--- src/rtl/sum_block_accumulator_pkg.sv ---
// sum_block_accumulator_pkg: shared state encoding and default widths
// for the block accumulator.
package sum_block_accumulator_pkg;
   localparam int SUM_W = 9;
   localparam int ACC_W = 16;
   typedef enum logic {
      ST_ACCUM = 1'b0,
      ST_HOLD  = 1'b1
   } state_e;
endpackage

--- src/rtl/sum_block_accumulator.sv ---
// sum_block_accumulator: sums COUNT accepted samples into a block total with sticky overflow.
// Ports:
//   clk, rst_n          - clock, asynchronous active-low reset
//   clear               - synchronous abort of the partial block and any pending result
//   in_valid/in_ready   - sample handshake; in_ready is high only while accumulating
//   in_data             - unsigned IN_W-bit sample
//   out_valid/out_ready - result handshake; the result is held stable until it is taken
//   out_sum             - block total modulo 2^ACC_W
//   out_overflow        - a carry out of ACC_W occurred somewhere in the block
module sum_block_accumulator #(
   parameter int IN_W  = sum_block_accumulator_pkg::SUM_W,
   parameter int ACC_W = sum_block_accumulator_pkg::ACC_W,
   parameter int COUNT = 8
) (
   input  logic             clk,
   input  logic             rst_n,
   input  logic             clear,
   input  logic             in_valid,
   output logic             in_ready,
   input  logic [IN_W-1:0]  in_data,
   output logic             out_valid,
   input  logic             out_ready,
   output logic [ACC_W-1:0] out_sum,
   output logic             out_overflow
);
   import sum_block_accumulator_pkg::*;

   localparam int CW = $clog2(COUNT) + 1;

   state_e           state_q, state_d;
   logic [ACC_W-1:0] acc_q, acc_d, sum_q, sum_d;
   logic [CW-1:0]    cnt_q, cnt_d;
   logic             ovf_q, ovf_d, sovf_q, sovf_d;
   logic [ACC_W:0]   sum_ext;
   logic             accept, last;

   assign in_ready     = state_q == ST_ACCUM;
   assign out_valid    = state_q == ST_HOLD;
   assign out_sum      = sum_q;
   assign out_overflow = sovf_q;

   // One extra bit on the adder captures the carry out of ACC_W.
   assign sum_ext = {1'b0, acc_q} + {{(ACC_W + 1 - IN_W){1'b0}}, in_data};
   assign accept  = in_valid && in_ready;
   assign last    = cnt_q == CW'(COUNT - 1);

   always_comb begin
      state_d = state_q;
      acc_d   = acc_q;
      cnt_d   = cnt_q;
      ovf_d   = ovf_q;
      sum_d   = sum_q;
      sovf_d  = sovf_q;
      if (clear) begin
         state_d = ST_ACCUM;
         acc_d   = '0;
         cnt_d   = '0;
         ovf_d   = 1'b0;
         sum_d   = '0;
         sovf_d  = 1'b0;
      end else if (accept) begin
         acc_d = sum_ext[ACC_W-1:0];
         ovf_d = ovf_q | sum_ext[ACC_W];
         cnt_d = cnt_q + CW'(1);
         if (last) begin
            state_d = ST_HOLD;
            sum_d   = sum_ext[ACC_W-1:0];
            sovf_d  = ovf_q | sum_ext[ACC_W];
         end
      end else if (out_valid && out_ready) begin
         state_d = ST_ACCUM;
         acc_d   = '0;
         cnt_d   = '0;
         ovf_d   = 1'b0;
      end
   end

   always_ff @(posedge clk or negedge rst_n) begin
      if (!rst_n) begin
         state_q <= ST_ACCUM;
         acc_q   <= '0;
         cnt_q   <= '0;
         ovf_q   <= 1'b0;
         sum_q   <= '0;
         sovf_q  <= 1'b0;
      end else begin
         state_q <= state_d;
         acc_q   <= acc_d;
         cnt_q   <= cnt_d;
         ovf_q   <= ovf_d;
         sum_q   <= sum_d;
         sovf_q  <= sovf_d;
      end
   end
endmodule
--- config.mk ---
export PLATFORM = sky130hd
export DESIGN_NAME = sum_block_accumulator
export DESIGN_NICKNAME = d
export VERILOG_FILES = /design/src/rtl/sum_block_accumulator_pkg.sv /design/src/rtl/sum_block_accumulator.sv
export SDC_FILE = /design/constraint.sdc
export NUM_CORES = 1
export LEC_CHECK = 0
export ABC_AREA = 1
export CAP_MARGIN = 10
export CORE_MARGIN = 3
export CORE_UTILIZATION = 56
export CTS_BUF_LIST = sky130_fd_sc_hd__clkbuf_2
export DETAILED_ROUTE_END_ITERATION = 10
export GPL_TIMING_DRIVEN = 0
export MAX_ROUTING_LAYER = met4
export PLACE_DENSITY = 0.91
export RECOVER_POWER = 50
export SETUP_SLACK_MARGIN = 0.1
export SYNTH_ARGS = -nofsm -noshare
export SYNTH_HDL_FRONTEND = slang
export SYNTH_SLANG_ARGS = --single-unit
--- constraint.sdc ---
create_clock -name clk -period 1.8 [get_ports clk]
set_input_delay 0.36 -clock clk [delete_from_list [all_inputs] [get_ports clk]]
set_output_delay 0.36 -clock clk [all_outputs]
set_load 0.05 [all_outputs]
==> flow_summary.toml, run 1 <==
[timing]
timing.fmax_mhz = 543
finClkSkew_ns = 0.0143
tns_ns = -0.0958
setup_ws_ns = -0.0402
rsz0062_at_grt = "yes"
setup_viol_count_final = 4
hold_slack_ns = 0.0600
tightestPinTransition_ns = 0.973
finalHoldViolCount = 0
slew_headroom_pct = 35.2
fin_crit_sh_pct = 102
slew_violations = 0
period_needed_ns = 1.84

[routing]
drt_iter0_drc = 290
drcViolationCount = 0
drt_pass1_iterations = 5
detail-route-antenna-nets = 0
vias_per_cell = 6.25
routedWlPerCell_um = 18.0
via_count = 2469
wirelength_um = 7100

[grt]
met3_usage_pct = 4.35
grtUsageMet1_pct = 32.9
globalRouteMet2Util_pct = 39.6
busiest_layer = "met2"
grt_pass1_vias = 2187
grt_start_max_net_pins = 40
grt_pass1_wl_um = 9690
antenna_found_initial = 0
grtUsageTotal_pct = 25.4
grt-ovfl-total = 0

[worst_hold_path]
hold_path.class = "input port to asynchronous set/reset pin"

[floorplanning]
pin_count = 33
start_util_pct = 59.9
fp-row-count = 22
die_h_um = 69.5
design.die.area_um2 = 4830
fp.coreArea_um2 = 3770
die_x_um = 69.5

[place]
dp_hpwl_um = 3840
place_congestion = 0.952
port_buffers = 32

[synthesis]
ys_types = 28
synth_top_area_share_pct = 43.2
syn_area_per_cell_um2 = 7.48
synth_area_leaders = "dfrtp_1 (43%), nand2_1 (17%), nand3_1 (6.9%), inv_1 (6.3%), ha_1 (5.5%)"
yosys_warnings = 0
synth_seq_cells = 39
netlist_instances = 302
syn-num-nets = 327
syn-cell-area_um2 = 2260
seq_area_frac_synth_pct = 43.2
yosysTopAreaCell = "dfrtp_1"

[critical_path]
worstPathRequired_ns = 2.10
cp_max_fo = 3
worstSetupPathType = "register to register"
cp-start-kind = "register"
critPathCaptureType = "register"
arrival_ns = 2.14

[status]
status = "complete, but fails checks"
violations = "negative setup slack"

[clocking]
insertion_delay_ns = 0.42
cts.sinks = 39
ctsHoldBuffers = 0
cts_tree = "done"
cts-root-buf = "clkbuf_2"
cts_max_level = 2
numCtsBuffers = 5
clockBufferDepth = 2
path_clk_slew_ns = 0.19

[run]
max_cap_violations = 0

[power_and_ir_drop]
power.leakage_nw = 1.56
p_per_area_nw_per_um2 = 654
ir_drop_uv = 529
power.total_mw = 1.95

[layout]
fillers = 229
final_nets = 372
drive_above_1_share_pct = 25.6
antenna_cells = 0
area_delta_synth_final_pct = 32.4
[cells in the final DEF (no fill, tap or decap), types with 2 or more instances in the layout]
cell type,synthesis,routed
clkbuf_1,1,4
nand2_2,1,16
nor2_1,13,10
nand4_1,11,11
o21ai_2,0,3
ha_4,0,7
o21ai_0,19,10
nand3_2,1,13
clkdlybuf4s50_1,0,9
o21ai_1,0,6
clkdlybuf4s15_1,0,6
inv_1,38,35
ha_1,10,2
nand3b_1,2,2
nand3_4,0,3
nand3_1,31,16
clkbuf_2,0,12
inv_2,3,6
a21oi_1,8,5
buf_4,2,6
nor2_2,1,3
nand2_1,105,87
a21oi_2,0,2
nor2_4,2,3
dlymetal6s2s_1,0,2
xnor2_1,3,2
dfrtp_1,39,39
dlygate4sd2_1,0,4
nand2_4,0,3
[power by group]
part | leakage, nW | switching [mW] | internal, mW
clock | 0.0262 | 0.290 | 0.0818
combinational | 0.999 | 0.387 | 0.235
sequential | 0.535 | 0.0417 | 0.918
total | 1.56 | 0.719 | 1.24
[path summary, 6_finish.rpt]
| kind | slack [ns] | to | from | cells past startpoint |
|---|---|---|---|---|
| max | -0.04 | acc_q[10] | acc_q[0] | 11 |
| min | 0.06 | acc_q[15] | rst_n | 1 |
| max reg2reg | -0.04 | acc_q[10] | acc_q[0] | 11 |
| min reg2reg | 0.50 | out_sum[4] | out_sum[4] | 2 |
| max in group asynchronous | 1.14 | out_sum[2] | rst_n | 1 |
| min in group clk | 0.49 | acc_q[0] | in_data[0] | 3 |
[critical path, cell delays in order (launching register included)]
cell and delay (ns):
dfrtp_1 0.39, ha_2 0.20, inv_2 0.04, fa_2 0.35, inv_2 0.08, nand4_1 0.10
nand2_2 0.17, nand2_2 0.10, nand2_2 0.07, nand2_2 0.06, nand3_1 0.08, o21ai_1 0.08
[metrics by stage]
stage          instance area (um^2)  cells  setup slack, ns  utilization, %
6_report                       2990    395          -0.0402            79.3
5_1_grt                        2990    395           -0.116            79.3
4_1_cts                        2770    392           0.0312            73.4
3_5_place_dp                   2630    382           -0.528            69.8
3_3_place_gp                   2640    382           -0.527            70.0
2_1_floorplan                  2260    302            0.164               -
[routing by layer]
metal / routed length, um / vias to the layer above
met5: 0 / -
met4: 410 / 0
li1: - / 1077
met2: 3360 / 195
met3: 707 / 56
met1: 2620 / 1141
[kinds of logic (layout without fill, tap and decap cells)]
kind of cell | Yosys count | in the layout | synth area share (%)
AO/OA/AOI/OAI | 33 | 33 | 8.14
flip-flops | 39 | 39 | 43.2
buffers and inverters | 45 | 90 | 7.87
adder cells (fa/ha/maj) | 11 | 11 | 6.43
AND/OR/NAND/NOR | 171 | 171 | 33.2
XOR/XNOR | 3 | 3 | 1.16
[what timing repair did]
action,4_1_cts,5_1_grt
pin swaps,7,19
buffers inserted,3,4
endpoints found under the setup margin,33,45
endpoints found under the hold margin,0,0
resized for setup,58,70
[Yosys cell counts]
cell      count
buf_4         2
nor2_1       13
nor2_2        1
xnor2_1       3
inv_2         3
fa_1          1
nand3_1      31
a32o_1        1
o31ai_1       1
or2_2         2
inv_1        38
nand2_1     105
nor2_4        2
nand4_1      11
dfrtp_1      39
nand2_2       1
a21o_1        1
o21ai_0      19
o32ai_1       1
buf_2         1
nor3_1        2
a21oi_1       8
ha_1         10
a22o_1        1
clkbuf_1      1
nand3b_1      2
o22ai_1       1
nand3_2       1
[state kept, by name, summed over array words and instances, names as in the netlist]
signal,cells
acc_q,16
cnt_q,4
out_overflow,1
out_sum,16
out_valid,1
ovf_q,1
[layout make-up]
type	count	area, um^2	share of cell area [%]
plain buffers	4	22.5	0.753
inverters	41	154	5.15
flip-flops and latches	39	976	32.6
clock buffers	5	25.0	0.837
well taps	48	60.1	2.01
repair buffers	38	330	11.1
multi-input cells	218	1410	47.3
clock inverters	2	8.76	0.293
No activity file was read; power rests on OpenSTA's default activity.
==> inputs of run 2 (changes only) <==
--- a/config.mk
+++ b/config.mk
@@ -12,6 +12,7 @@
 export CTS_BUF_LIST = sky130_fd_sc_hd__clkbuf_2
 export DETAILED_ROUTE_END_ITERATION = 10
 export GPL_TIMING_DRIVEN = 0
+export HOLD_SLACK_MARGIN = 0.03
 export MAX_ROUTING_LAYER = met4
 export PLACE_DENSITY = 0.91
 export RECOVER_POWER = 50
==> results of run 2 <==
Final layout, timing and power as in run 1 (identical DEF).
